--- src/rtl/serial_add_ctrl_if.sv ---
// Request/result bundle between a requester and the bit-serial adder.
// The requester drives operands and start; the controller returns status and result.
interface serial_add_ctrl_if #(
   parameter int WIDTH = 8
);
   logic             start;
   logic [WIDTH-1:0] a;
   logic [WIDTH-1:0] b;
   logic             c_in;
   logic             busy;
   logic             done;
   logic [WIDTH-1:0] sum;
   logic             carry_out;

   modport master (
      output start, a, b, c_in,
      input  busy, done, sum, carry_out
   );

   modport slave (
      input  start, a, b, c_in,
      output busy, done, sum, carry_out
   );
endinterface

--- src/rtl/serial_add_ctrl.sv ---
// Bit-serial adder: one full-adder cell walked across WIDTH bits, LSB first.
// The ripple carry lives in a register between cycles.

// One-bit full adder cell.
module fa (
   input  logic a,
   input  logic b,
   input  logic c_in,
   output logic sum,
   output logic carry
);
   assign sum   = a ^ b ^ c_in;
   assign carry = (a & b) | (a & c_in) | (b & c_in);
endmodule

module serial_add_ctrl #(
   parameter int WIDTH = 8
) (
   input  logic               clk,
   input  logic               rst,
   serial_add_ctrl_if.slave   bus
);
   localparam int CW = (WIDTH > 1) ? $clog2(WIDTH) : 1;
   localparam logic [CW-1:0] LAST = CW'(WIDTH - 1);

   typedef enum logic [1:0] {
      IDLE,
      RUN,
      DONE
   } state_t;

   state_t           state_q;
   logic [WIDTH-1:0] a_sh_q;
   logic [WIDTH-1:0] b_sh_q;
   logic [WIDTH-1:0] acc_q;
   logic [WIDTH-1:0] sum_q;
   logic [CW-1:0]    cnt_q;
   logic             carry_q;
   logic             cout_q;
   logic             busy_q;
   logic             done_q;

   logic [WIDTH-1:0] a_sh_d;
   logic [WIDTH-1:0] b_sh_d;
   logic [WIDTH-1:0] acc_d;
   logic             fa_sum;
   logic             fa_carry;

   fa u_fa (
      .a     (a_sh_q[0]),
      .b     (b_sh_q[0]),
      .c_in  (carry_q),
      .sum   (fa_sum),
      .carry (fa_carry)
   );

   // Operands move one bit toward the adder each RUN cycle.
   always_comb begin
      a_sh_d = a_sh_q >> 1;
      b_sh_d = b_sh_q >> 1;
   end

   // New sum bit enters at the MSB so the LSB-first result lands aligned.
   generate
      if (WIDTH == 1) begin : g_w1
         assign acc_d = fa_sum;
      end else begin : g_wn
         assign acc_d = {fa_sum, acc_q[WIDTH-1:1]};
      end
   endgenerate

   // Control FSM with registered status and result outputs.
   always_ff @(posedge clk or posedge rst) begin
      if (rst) begin
         state_q <= IDLE;
         a_sh_q  <= '0;
         b_sh_q  <= '0;
         acc_q   <= '0;
         sum_q   <= '0;
         cnt_q   <= '0;
         carry_q <= 1'b0;
         cout_q  <= 1'b0;
         busy_q  <= 1'b0;
         done_q  <= 1'b0;
      end else begin
         unique case (state_q)
            IDLE, DONE: begin
               done_q <= 1'b0;
               if (bus.start) begin
                  a_sh_q  <= bus.a;
                  b_sh_q  <= bus.b;
                  carry_q <= bus.c_in;
                  acc_q   <= '0;
                  cnt_q   <= '0;
                  busy_q  <= 1'b1;
                  state_q <= RUN;
               end else begin
                  state_q <= IDLE;
               end
            end
            RUN: begin
               a_sh_q  <= a_sh_d;
               b_sh_q  <= b_sh_d;
               acc_q   <= acc_d;
               carry_q <= fa_carry;
               cnt_q   <= cnt_q + 1'b1;
               if (cnt_q == LAST) begin
                  sum_q   <= acc_d;
                  cout_q  <= fa_carry;
                  busy_q  <= 1'b0;
                  done_q  <= 1'b1;
                  state_q <= DONE;
               end
            end
            default: begin
               state_q <= IDLE;
            end
         endcase
      end
   end

   assign bus.busy      = busy_q;
   assign bus.done      = done_q;
   assign bus.sum       = sum_q;
   assign bus.carry_out = cout_q;
endmodule

--- src/flat_wrapper.sv ---
// flat-port wrapper written by rule: the top's interface ports become plain ports
module serial_add_ctrl_flat 
#(
   parameter int WIDTH = 8
)
  (clk, rst, bus_start, bus_a, bus_b, bus_c_in, bus_busy, bus_done, bus_sum, bus_carry_out);
  serial_add_ctrl_if #(.WIDTH(WIDTH)) bus_i ();
  input  logic clk;
  input  logic rst;
  input wire logic [$bits(bus_i.start)-1:0] bus_start;
  input wire logic [$bits(bus_i.a)-1:0] bus_a;
  input wire logic [$bits(bus_i.b)-1:0] bus_b;
  input wire logic [$bits(bus_i.c_in)-1:0] bus_c_in;
  output wire logic [$bits(bus_i.busy)-1:0] bus_busy;
  output wire logic [$bits(bus_i.done)-1:0] bus_done;
  output wire logic [$bits(bus_i.sum)-1:0] bus_sum;
  output wire logic [$bits(bus_i.carry_out)-1:0] bus_carry_out;
  assign bus_i.start = bus_start;
  assign bus_i.a = bus_a;
  assign bus_i.b = bus_b;
  assign bus_i.c_in = bus_c_in;
  assign bus_busy = bus_i.busy;
  assign bus_done = bus_i.done;
  assign bus_sum = bus_i.sum;
  assign bus_carry_out = bus_i.carry_out;
  serial_add_ctrl #(.WIDTH(WIDTH)) u_core (.clk(clk), .rst(rst), .bus(bus_i));
endmodule
--- config.mk ---
export PLATFORM = sky130hd
export DESIGN_NAME = serial_add_ctrl_flat
export DESIGN_NICKNAME = d
export VERILOG_FILES = /design/src/rtl/serial_add_ctrl_if.sv /design/src/rtl/serial_add_ctrl.sv /design/src/flat_wrapper.sv
export SDC_FILE = /design/constraint.sdc
export NUM_CORES = 1
export LEC_CHECK = 0
export ABC_AREA = 1
export BUFFER_PORTS_ARGS = -buffer_cell sky130_fd_sc_hd__buf_2
export CAP_MARGIN = 20
export CORE_MARGIN = 2
export CORE_UTILIZATION = 40
export CTS_CLUSTER_SIZE = 24
export DETAILED_ROUTE_END_ITERATION = 10
export PLACE_DENSITY_LB_ADDON = 0.08
export SYNTH_ARGS = -nofsm -noshare
export SYNTH_HDL_FRONTEND = slang
export SYNTH_SLANG_ARGS = --single-unit
--- constraint.sdc ---
create_clock -name clk -period 1.5 [get_ports clk]
set_clock_uncertainty 0.15 [all_clocks]
set_input_delay 0.3 -clock clk [delete_from_list [all_inputs] [get_ports clk]]
set_output_delay 0.3 -clock clk [all_outputs]
set_load 0.02 [all_outputs]
-- After elaboration in Yosys (flattened, before gate mapping)
Cells that the tools add are included.
- bitwise logic cells: 7
- muxes and demuxes: 18
- equal/unequal tests: 5
- reductions and logical operators: 7
- $add $sub $neg: 1
- operators by type and width (kind ; count):
    case mux 8 bit (2 select lines) ; 3
    two-way mux 8 bit ; 3
    case mux 1 bit (2 select lines) ; 3
    case mux 3 bit (2 select lines) ; 1
    AND reduction 2 bit ; 3
    two-way mux 1 bit ; 5
    case mux 2 bit (2 select lines) ; 1
    adder 3 x 1 -> 3 bit (second input constant) ; 1
    AND 1 bit ; 3
    equality test 3 bit (second input constant) ; 1
    two-way mux 3 bit ; 1
    AND reduction 3 bit ; 1
    equality test 2 x 1 -> 1 bit (second input constant) ; 1
    equality test 2 bit (second input constant) ; 1
    zero test 2 bit ; 1
    two-way mux 2 bit ; 1
    != test 2 x 1 -> 1 bit (second input constant) ; 1
    != test 2 bit (second input constant) ; 1
    OR 1 bit ; 2
    nonzero test 2 bit ; 1
    OR reduction 2 bit ; 1
    XOR 1 bit ; 2
- input port bits: 20
- word-level logic and storage cells: 48
- register bits: 41

-- Longest topological paths before layout
Gate-level depths: netlist (run 1).
- depth in word-level cells: 4
- mapped depth: 8

-- Modules after synthesis
Synthesis (run 1) repeated with hierarchy kept, for this count alone.
- cell total of the unflattened synthesis: 226
- area total of the unflattened synthesis: 1899.3 µm²
- modules (own cells, without submodules) (module ; instances ; sequential area each (µm²) ; area each (µm²) ; cells each):
    serial_add_ctrl ; 1 ; 1001.0 ; 1879.3 ; 225
    fa ; 1 ; 0.0 ; 20.0 ; 1

-- Least setup slack after synthesis (run 1)
OpenSTA, ideal clock, no wires.
- path kind: reg-to-reg
- start point: reg u_core.cnt_q[0]
- end point: reg u_core.sum_q[7], in the netlist u_core.bus.sum[7]
- cell stages (with the launch flop): 8
- arrival time: 1073 ps
- data required time: 1233 ps
- slack: 160 ps
- clock period less this slack: 1340 ps
- setup time: 117 ps
- cell sequence: dfrtp_1 > ha_1 > ha_1 > nand2_1 > buf_4 > inv_2 > nand2_1 > nand2_1
- longest elaborated chain between the ends: 2
- RTL lines (element ; line ; text):
    start: declaration ; serial_add_ctrl.sv:37 ; logic [CW-1:0] cnt_q;
    start signal: assignment ; serial_add_ctrl.sv:106 ; cnt_q <= cnt_q + 1'b1;
    equality test 3 bit ; serial_add_ctrl.sv:107 ; if (cnt_q == LAST) begin
    AND reduction 2 bit (no source line) ; - ;
    end signal: assignment ; serial_add_ctrl.sv:79 ; sum_q <= '0;
    end signal: assignment ; serial_add_ctrl.sv:108 ; sum_q <= acc_d;
    end: declaration ; serial_add_ctrl.sv:36 ; logic [WIDTH-1:0] sum_q;
No other way between the ends.
A chain may end at the register's enable or synchronous reset.

-- Worst setup path in the final report (run 1)
Same ends and word-level chain as after synthesis.

==> out/qor.txt, run 1 <==
TNS Setup = 0 ns
FP Rows = 24
Yosys top cell by area = dfrtp_1
Drt wl/cell = 11.65 um
Most frequent cells in the layout = nand2_1, inv_1, dfrtp_1
#FFs+latches synth = 40
CP max stage delay = 0.39 ns
Non-Filler Instances = 317
Worst-skew pair later-pin latency = 0.28 ns
Area growth from synthesis to layout = 23.12%
Initial Util = 0.4218
First-pass GRT wire length = 6.396 mm
Fin util = 0.5193
R2R depth = 7
Netlist cell types = 17
Slowest CP cell = dfrtp_1
DRT antenna net count = 0
Crit-path cells = ha_1 > ha_1 > nand2_4 > buf_12 > inv_2 > nand2_1 > nand2_1
Period utilization = 0.9418
Slew Viols, Final = 0
WP data arrival = 1.45 ns
WHS Endpoint = u_core.b_sh_q[7]$_DFFE_PP0P_
Post-synthesis cell count = 226
Overall die height = 72.23 um
Initial antenna violation count = 0
Worst vdd ir = 953.0 uV
N_diodes = 0
Dpl hpwl = 2.437 mm
Final hold vios = 0
Vias per Instance = 4.530
Die width = 72.23 um
CP required = 1.54 ns
Reg area = 0.001001 mm^2
Vias in the first global route = 1,407
Critical Path Fanout Max = 5
Reg-to-Reg Start = u_core.cnt_q[0]$_DFFE_PP0P_
Crit start category = flop
Drt first pass iters = 4
Die ar. = 0.005216 mm^2
IO buf count = 30
Worst Setup Path Type = reg -> reg
Pin count of the biggest net entering global routing = 41
DRC viols = 0
Aggregate global routing overflow = 0
FMAX = 0.7079 GHz
Placeable Area = 0.004414 mm^2
Maximum capacitance violations = 0
Syn avg cell area = 8.238 um^2
R2R setup slack = 0.09 ns
Hold_sp = bus_b[7]
Most common cell after layout, fill and taps aside = nand2_1
Worst setup EP type = flop
Final Instance Area = 0.002292 mm^2
Routability congestion estimate = 0.7198
Post-synthesis sequential area ratio = 0.5376
CTS root buffer = clkbuf_8
1st-iter DRT viols = 91
Fin crit period = 1.413 ns
Clock tree from TritonCTS = built
P_leak = 1.311 nW
Post-place instance area = 0.002096 mm^2
Global Route Usage Sum = 0.1581
Routed vias = 1,436
Yosys warns = 0
Worst R2R End = u_core.bus.sum[7]$_DFFE_PP0P_
# IOs = 31
Total Wirelength = 3.693 mm
Clk sinks = 40
Total CTS buffers = 5
Tightest Pin Transition = 0.2483 ns
Power Density = 2250 mW/mm^2
H-tree levels = 2
Post-Syn Nets = 249
Top post-synthesis cells by area = dfrtp_1, nand2_1, inv_1
Area taken by multi-input logic gates = 624.3 um^2
Worst slew margin = 0.8345
Dpl cells = 307
Final setup violation count = 0
Final net count = 288
Unrepaired setup endpoints after global routing = no
Synthesized area = 0.001862 mm^2
Hold Crit Class = in -> reg
Clk slew on worst S/H paths = 0.08 ns
Layout cell share with drive strength beyond 1 = 0.2151
Status = finished, final reports clean
Filler Cell Count = 444
Clock Path Buffers = 2
Hold path depth = 3
Yosys top cell area share = 0.5376
metrics by stage:
step                worst slack (ns)  total power [W]  hold slack (ns)
floorplan                     0.1324         0.003537           0.2710
global placement             0.09619         0.004088           0.2197
detailed placement           0.06809         0.004120           0.2227
CTS                          0.05861         0.005156          0.07291
global route                0.003139         0.005681          0.09212
finish                       0.08734         0.005159          0.08150
timing repair:
| action | CTS | global route |
|---|---|---|
| hold buffers | 1 | 0 |
| endpoints found under the hold margin | 40 | 0 |
| setup buffers | 0 | 0 |
| endpoints found under the setup margin | 0 | 1 |
| gates resized for setup | 0 | 2 |
Yosys cell counts (all sizes together):
cell and number:
dfrtp 40, inv 44, o21ai 19, nand2 77
ha 2, fa 1, nor2 2, buf 10
a21oi 1, nand3 30
layer usage:
layer / track usage / vias to the layer above / share of wire
li1: - / 763 / -
met1: 0.2141 / 644 / 0.50
met2: 0.2538 / 27 / 0.45
met3: 0.03472 / 2 / 0.039
met4: 0.05031 / 0 / 0.0060
met5: 0 / - / 0
worst max-delay path, delay by kind of cell (launching register included):
kind,cells,cell delay [ns]
buf+inv,2,0.16
fa+ha+maj,2,0.42
flops,1,0.39
simple gates,3,0.19
cells by family after synthesis:
kind of cell	synth area share
and+or+nand+nor	0.2534
buffers and inverters	0.1310
DFF	0.5376
AOI/OAI and AO/OA	0.05376
adders and majority gates	0.02419
flip-flops by register name, indices dropped and copies added (netlist names):
signal                count
u_core.b_sh_q             8
u_core.acc_q              7
u_core.bus.carry_out      1
u_core.a_sh_q             8
u_core.state_q            2
u_core.bus.done           1
u_core.bus.busy           1
u_core.carry_q            1
u_core.bus.sum            8
u_core.cnt_q              3
worst max-delay path by stage:
stage	start	end	slack, ns	cells after the start
after detailed placement	u_core.cnt_q[0]$_DFFE_PP0P_	u_core.bus.sum[7]$_DFFE_PP0P_	0.07	7
after floorplan	rst	u_core.a_sh_q[0]$_DFFE_PP0P_	0.13	1
final	u_core.cnt_q[0]$_DFFE_PP0P_	u_core.bus.sum[7]$_DFFE_PP0P_	0.09	7
after global routing	u_core.state_q[0]$_DFFE_PP0P_	u_core.acc_q[3]$_DFFE_PP0P_	0.003	4
after global placement	u_core.cnt_q[0]$_DFFE_PP0P_	u_core.bus.sum[7]$_DFFE_PP0P_	0.1	7
after CTS	u_core.cnt_q[0]$_DFFE_PP0P_	u_core.bus.sum[7]$_DFFE_PP0P_	0.06	7
report_power, final:
part | total (W) | internal (W) | switching (W)
combinational | 0.00227 | 0.000890 | 0.00138
clock | 0.00102 | 0.000655 | 0.000363
sequential | 0.00187 | 0.00159 | 0.000277
final cells by class:
class	count	share of cell area
flip-flops and latches	40	0.4367
well taps	52	0.02838
multi-input cells	132	0.2724
repair buffers	42	0.1321
inverters	44	0.07424
clock buffers	5	0.03002
clock inverters	2	0.02620
(Power assumes the default switching activity.)
==> run 2, diff against run 1 <==
==> constraint.sdc (replaced) <==
create_clock -name clk -period 1.8 [get_ports clk]
set_clock_uncertainty 0.15 [all_clocks]
set_input_delay 0.36 -clock clk [delete_from_list [all_inputs] [get_ports clk]]
set_output_delay 0.36 -clock clk [all_outputs]
set_load 0.02 [all_outputs]
==> run 2 against run 1 <==
Largest power group unchanged. Wire length is 6.9% lower. Combinational power shrank 25%. Clock-buffer cell count up 1. Sequential power fell by 18%. Core utilization is 3.5 points lower. Register-to-register slack better by 0.21 ns. Critical path depth unchanged. Final cell count shrank 1.9%. Total power shrank 25%. Critical path type unchanged. Largest cell class unchanged. Via count is 0.97% lower.
==> out/qor.txt, run 2 (synthesized netlist as in run 1, its figures left out) <==
Power Density = 1812 mW/mm^2 (-20%)
Final setup violation count = 0 (unchanged)
WL met3 = 128 um (-11%)
Dpl hpwl = 2.283 mm (-6.3%)
Drt first pass iters = 4 (unchanged)
Die width = 72.23 um (unchanged)
Routability congestion estimate = 0.7305 (+1.5%)
Slew Viols, Final = 0 (unchanged)
Total chip power = 0.003874 W (-25%)
FMAX = 0.6650 GHz (-6.1%)
Clock tree from TritonCTS = built
Worst Setup Path Type = reg -> reg
DRC viols = 0 (unchanged)
Resized Gates After CTS = 0 (unchanged)
Setup bufs post-CTS = 0 (unchanged)
Overall die height = 72.23 um (unchanged)
Combinational group share of total power = 0.439 (-0.002)
1st-iter DRT viols = 80 (-12%)
Most common cell after layout, fill and taps aside = nand2_1
Clk slew on worst S/H paths = 0.08 ns (about the same)
TNS Setup = 0 ns (unchanged)
Cts hold-fix bufs = 0 (-1)
Top routing layer used = met4
Crit-path cells = ha_1 > ha_1 > nand2_1 > buf_4 > inv_2 > nand2_1 > nand2_1
Worst slew margin = 0.6552 (-0.1793)
CTS root buffer = clkbuf_8
Unrepaired setup endpoints after global routing = no
IO buf count = 30 (unchanged)
Initial antenna violation count = 0 (unchanged)
Critical Path Fanout Max = 20 (+15)
Switch Pwr = 0.001624 W (-20%)
Internal = 0.002249 W (-28%)
Global Route Usage Sum = 0.1519 (-0.006161)
CP bufs+invs = 2 (unchanged)
Most frequent cells in the layout = nand2_1, inv_1, dfrtp_1
Flop pwr share = 0.399 (+0.037)
Critical path's top delay family = flip-flops
First-pass GRT wire length = 6.223 mm (-2.7%)
P_leak = 1.222 nW (-6.8%)
Non-Filler Instances = 311 (-1.9%)
Crit start category = flop
Tightest Pin Transition = 0.5172 ns (+0.2689 ns)
Aggregate global routing overflow = 0 (unchanged)
Slowest CP cell = dfrtp_1
H-tree levels = 2 (unchanged)
Pin count of the biggest net entering global routing = 41 (unchanged)
Fin crit period = 1.504 ns (+0.09119 ns)
CP max stage delay = 0.40 ns (about the same)
Area taken by multi-input logic gates = 616.8 um^2 (-1.2%)
DRT antenna net count = 0 (unchanged)
Status = finished, final reports clean
Die ar. = 0.005216 mm^2 (unchanged)
Worst-skew pair later-pin latency = 0.29 ns (about the same)
Placeable Area = 0.004414 mm^2 (unchanged)
Final hold vios = 0 (unchanged)
Filler Cell Count = 442 (-0.45%)
Vias per Instance = 4.572 (+0.94%)
Worst setup EP type = flop
Worst vdd ir = 876.4 uV (-8.0%)
WL met2 = 1.565 mm (-6.6%)
Metal-1 WL = 1.712 mm (-7.5%)
Dpl cells = 303 (-1.3%)
CP required = 1.84 ns (+0.30 ns)
FP Rows = 24 (unchanged)
Total CTS buffers = 5 (unchanged)
# IOs = 31 (unchanged)
Sw Share = 0.4193 (+0.02665)
Layout cell share with drive strength beyond 1 = 0.1969 (-0.01818)
Clk sinks = 40 (unchanged)
Period utilization = 0.8355 (-0.1063)
Total Wirelength = 3.439 mm (-6.9%)
Vias in the first global route = 1,407 (unchanged)
Routed vias = 1,422 (-0.97%)
Reg area = 0.001001 mm^2 (unchanged)
Maximum capacitance violations = 0 (unchanged)
Drt wl/cell = 11.06 um (-5.1%)
Clk network pwr share = 0.163 (-0.034)
Clock Path Buffers = 2 (unchanged)
Hold Crit Class = in -> async
WP data arrival = 1.54 ns (+0.09 ns)
Final net count = 281 (-2.4%)
Area growth from synthesis to layout = 14.85%
Initial Util = 0.4218 (unchanged)
Most used cell, CP = nand2_1
N_diodes = 0 (unchanged)
[run 2: cell count changes in the layout (fill, tap and decap cells not counted), sizes merged]
cell / change
clkbuf: -1
clkinvlp: +2
dlygate4sd3: -1
bufinv: -2
buf: -4
[run 2: final timing paths]
path	start	end	slack, ns	depth (start not counted)
setup reg to reg	u_core.cnt_q[0]$_DFFE_PP0P_	u_core.bus.sum[7]$_DFFE_PP0P_	0.30	7
min in group clk	bus_a[7]	u_core.a_sh_q[7]$_DFFE_PP0P_	0.15	3
hold / removal	rst	u_core.a_sh_q[7]$_DFFE_PP0P_	0.02	3
max in group asynchronous	rst	u_core.b_sh_q[1]$_DFFE_PP0P_	1.11	3
hold reg to reg	u_core.a_sh_q[3]$_DFFE_PP0P_	u_core.a_sh_q[3]$_DFFE_PP0P_	0.33	2
setup / recovery	u_core.cnt_q[0]$_DFFE_PP0P_	u_core.bus.sum[7]$_DFFE_PP0P_	0.30	7
[run 2: cell type report]
class                           instances  share of cell area
Sequential cell                        40              0.4681
Multi-Input combinational cell        132              0.2885
Timing Repair Buffer                   35             0.08777
Inverter                               44             0.07958
Clock buffer                            6             0.03862
Tap cell                               52             0.03043
Clock inverter                          2            0.007022
[run 2: worst register-to-register path, stage by stage (launching register included)]
cell	delay, ns
dfrtp_1	0.40
ha_1	0.21
ha_1	0.19
nand2_1	0.07
buf_4	0.22
inv_2	0.07
nand2_1	0.06
nand2_1	0.04
[run 2: through the flow]
stage                     hold WS, ns  setup WS [ns]  area, um^2  utilization
after floorplan                0.2959         0.3724        1862            -
after global placement         0.3123         0.2809        2041       0.4623
after detailed placement       0.3153         0.2869        2041       0.4623
after CTS                     0.04429         0.2692        2138       0.4844
after global routing          0.07919         0.1725        2138       0.4844
final                         0.02390         0.2962        2138       0.4844
[run 2: power groups by stage]
stage | clock network [W] | logic [W] | registers, W
2_1_floorplan | 0 | 0.00130 | 0.00165
3_3_place_gp | 0 | 0.00172 | 0.00157
3_5_place_dp | 0 | 0.00174 | 0.00157
4_1_cts | 0.000658 | 0.00175 | 0.00155
5_1_grt | 0.000683 | 0.00203 | 0.00160
6_report | 0.000630 | 0.00170 | 0.00154
[run 2: per-layer routing]
layer / global-route usage / vias to the layer above
met4: 0.05031 / 0
li1: - / 743
met3: 0.03333 / 4
met1: 0.2025 / 651
met5: 0 / -
met2: 0.2467 / 24
==> run 3, diff against run 2 <==
--- a/config.mk
+++ b/config.mk
@@ -5,7 +5,7 @@
 export SDC_FILE = /design/constraint.sdc
 export NUM_CORES = 1
 export LEC_CHECK = 0
-export ABC_AREA = 1
+export ABC_AREA = 0
 export BUFFER_PORTS_ARGS = -buffer_cell sky130_fd_sc_hd__buf_2
 export CAP_MARGIN = 20
 export CORE_MARGIN = 2
==> constraint.sdc (replaced) <==
create_clock -name clk -period 1.3 [get_ports clk]
set_clock_uncertainty 0.15 [all_clocks]
set_input_delay 0.26 -clock clk [delete_from_list [all_inputs] [get_ports clk]]
set_output_delay 0.26 -clock clk [all_outputs]
set_load 0.02 [all_outputs]
==> run 3 against run 2 <==
The flow now finishes with violations (setup timing). Total power grew 49%. Largest power group unchanged. Non-clock buffer count up 22. Sequential cell count is the same. Critical path depth decreased by 3. Global-route usage up 0.86 points. Via count decreased by 4.5%. Cell area increased by 27%. Largest cell class is now multi-input gates. Register-to-register slack got worse by 0.49 ns. Combinational power grew 57%. Final cell count down 11%.
==> out/qor.txt, run 3 <==
Vias in the first global route = 1,497 (+6.4%)
Most common cell in the netlist = mux2i_1
Final setup violation count = 19 (+19)
Worst vdd ir = 832.9 uV (-5.0%)
Fin crit period = 1.498 ns (-0.005379 ns)
R2R depth = 4 (-3)
Reg area = 0.001003 mm^2 (+0.25%)
Non-Filler Instances = 276 (-11%)
Final worst slack = -0.1985 ns (-0.4946 ns)
N_diodes = 0 (unchanged)
FMAX = 0.6673 GHz (+0.36%)
Clk sinks = 40 (unchanged)
Top cells by count, synth = mux2i_1, dfrtp_1, mux2_4
Total chip power = 0.005769 W (+49%)
Most used cell, CP = ha_4
DRT antenna net count = 0 (unchanged)
Status = finished, violations left
Worst Setup Path Type = reg -> reg
Die width = 76.02 um (+5.2%)
Vias per Instance = 4.920 (+7.6%)
Post-synthesis cell count = 151 (-33%)
Levels on crit path = 4 (-3)
CP max stage delay = 0.42 ns (+0.02 ns)
Hold path depth = 3
P_leak = 1.363 nW (+12%)
CP required = 1.33 ns (-0.51 ns)
Total Wirelength = 4.295 mm (+25%)
Crit start category = flop
Synthesized area = 0.002074 mm^2 (+11%)
Dpl hpwl = 2.852 mm (+25%)
#FFs+latches synth = 40 (unchanged)
Syn avg cell area = 13.74 um^2 (+67%)
Initial Util = 0.4114 (-0.01035)
Hold Crit Class = in -> reg
1st-iter DRT viols = 59 (-26%)
IO buf count = 30 (unchanged)
Dpl ws = -0.2784 ns (-0.5652 ns)
Yosys top cell by area = dfrtp_1
Critical path's top delay family = flip-flops
# IOs = 31 (unchanged)
Unrepaired setup endpoints after global routing = yes
Clock Path Buffers = 2 (unchanged)
Worst-skew pair later-pin latency = 0.29 ns (about the same)
Maximum capacitance violations = 0 (unchanged)
Power Density = 2133 mW/mm^2 (+18%)
Clk network pwr share = 0.148 (-0.015)
Worst slew margin = 0.8539 (+0.1987)
CTS root buffer = clkbuf_8
First-pass GRT wire length = 7.265 mm (+17%)
Placeable Area = 0.005042 mm^2 (+14%)
Final hold vios = 0 (unchanged)
Initial antenna violation count = 0 (unchanged)
Die ar. = 0.005778 mm^2 (+11%)
Final net count = 228 (-19%)
Combinational group share of total power = 0.463 (+0.024)
Worst setup EP type = flop
Internal = 0.003757 W (+67%)
Post-Syn Nets = 174 (-30%)
Routability congestion estimate = 0.7163 (-1.9%)
Overall die height = 76.02 um (+5.2%)
Period utilization = 1.153 (+0.3172)
Most frequent cells in the layout = mux2i_1, dfrtp_1, buf_2
H-tree levels = 2 (unchanged)
Switch Pwr = 0.002012 W (+24%)
Ys flop type = dfrtp_1
Total CTS buffers = 5 (unchanged)
Async set-reset flop share out of synthesis = 1.000 (unchanged)
Flop pwr share = 0.389 (-0.010)
Critical Path Fanout Max = 6 (-70%)
WP data arrival = 1.52 ns (-0.02 ns)
Pin count of the biggest net entering global routing = 41 (unchanged)
Yosys top cell area share = 0.4825 (-0.05513)
Drt first pass iters = 4 (unchanged)
Failing checks = setup timing
Top post-synthesis cells by area = dfrtp_1, mux2i_1, mux2_4
Tightest Pin Transition = 0.2192 ns (-0.2980 ns)
Slowest CP cell = dfrtp_1
Drt wl/cell = 15.56 um (+41%)
Filler Cell Count = 467 (+5.7%)
Layout cell share with drive strength beyond 1 = 0.4223 (+0.2254)
Yosys warns = 0 (unchanged)
Clk slew on worst S/H paths = 0.07 ns (about the same)
Sw Share = 0.3488 (-0.07046)
Routed vias = 1,358 (-4.5%)
DRC viols = 0 (unchanged)
Dpl cells = 259 (-15%)
Global Route Usage Sum = 0.1606 (+0.008646)
Slew Viols, Final = 0 (unchanged)
CP bufs+invs = 0 (-2)
FP Rows = 26 (+8.3%)
Area growth from synthesis to layout = 30.40%
Crit-path cells = ha_4 > ha_4 > nand3b_4 > mux2_4
Aggregate global routing overflow = 0 (unchanged)
Post-synthesis sequential area ratio = 0.4825 (-0.05513)
Netlist cell types = 23 (+6)
Clock tree from TritonCTS = built
Post-synth EDFFs = 0 (unchanged)
Area taken by multi-input logic gates = 0.001046 mm^2 (+70%)
Most common cell after layout, fill and taps aside = mux2i_1
Final hold slack = 0.07953 ns (+0.05563 ns)
[run 3: layer usage]
metal,vias to the layer above,track usage,part of all wire
met1,688,0.2057,0.45
met4,0,0.06364,0.016
met3,5,0.03555,0.024
li1,644,-,-
met2,21,0.2661,0.51
met5,-,0,0
[run 3: power groups by stage]
stage	Clock [W]	Combinational, W	Sequential (W)
finish	0.000853	0.00267	0.00225
global route	0.000937	0.00291	0.00234
CTS	0.000885	0.00259	0.00226
detailed placement	0	0.00246	0.00225
global placement	0	0.00233	0.00222
floorplan	0	0.00158	0.00234
[run 3: kinds of logic after synthesis]
kind of cell | Yosys count | synth area share
fa+ha+maj | 3 | 0.02171
flops | 40 | 0.4825
simple gates | 13 | 0.04463
xor+xnor | 1 | 0.004223
buf+inv | 15 | 0.05368
compound gates | 9 | 0.03377
mux | 70 | 0.3595
[run 3: worst register-to-register path, cell delays in order, from the launching register on]
cell and delay (ns):
dfrtp_1 0.42, ha_4 0.18, ha_4 0.17, nand3b_4 0.15, mux2_4 0.31
[run 3: final timing paths]
path	startpoint	to	slack (ns)
worst max-delay path	u_core.cnt_q[1]$_DFFE_PP0P_	u_core.bus.carry_out$_DFFE_PP0P_	-0.20
worst min-delay path	bus_a[7]	u_core.a_sh_q[7]$_DFFE_PP0P_	0.08
worst max register to register	u_core.cnt_q[1]$_DFFE_PP0P_	u_core.bus.carry_out$_DFFE_PP0P_	-0.20
worst min register to register	u_core.bus.done$_DFFE_PP0P_	u_core.bus.done$_DFFE_PP0P_	0.34
max in group asynchronous	rst	u_core.state_q[0]$_DFFE_PP0P_	0.38
min in group asynchronous	rst	u_core.b_sh_q[3]$_DFFE_PP0P_	0.41
[run 3: metrics by stage]
stage / cell area, um^2 / TNS, ns / utilization
final: 2705 / -2.191 / 0.5365
after global routing: 2705 / -3.804 / 0.5365
after CTS: 2625 / -2.272 / 0.5206
after detailed placement: 2445 / -2.751 / 0.4849
after global placement: 2445 / -2.171 / 0.4849
after floorplan: 2115 / -2.038 / -
[run 3: what timing repair did]
action / 4_1_cts / 5_1_grt
endpoints found under the hold margin: 40 / 0
pin swaps: 2 / 2
hold buffers: 1 / 0
gates resized for setup: 11 / 6
setup endpoints to repair: 19 / 36
gates cloned: 1 / 2
buffers inserted: 4 / 1
[run 3: cell type report]
cell class | count | area share
Tap cell | 70 | 0.03238
Sequential cell | 40 | 0.3710
Multi-Input combinational cell | 97 | 0.3867
Clock buffer | 8 | 0.03330
Inverter | 4 | 0.006938
Timing Repair Buffer | 57 | 0.1698
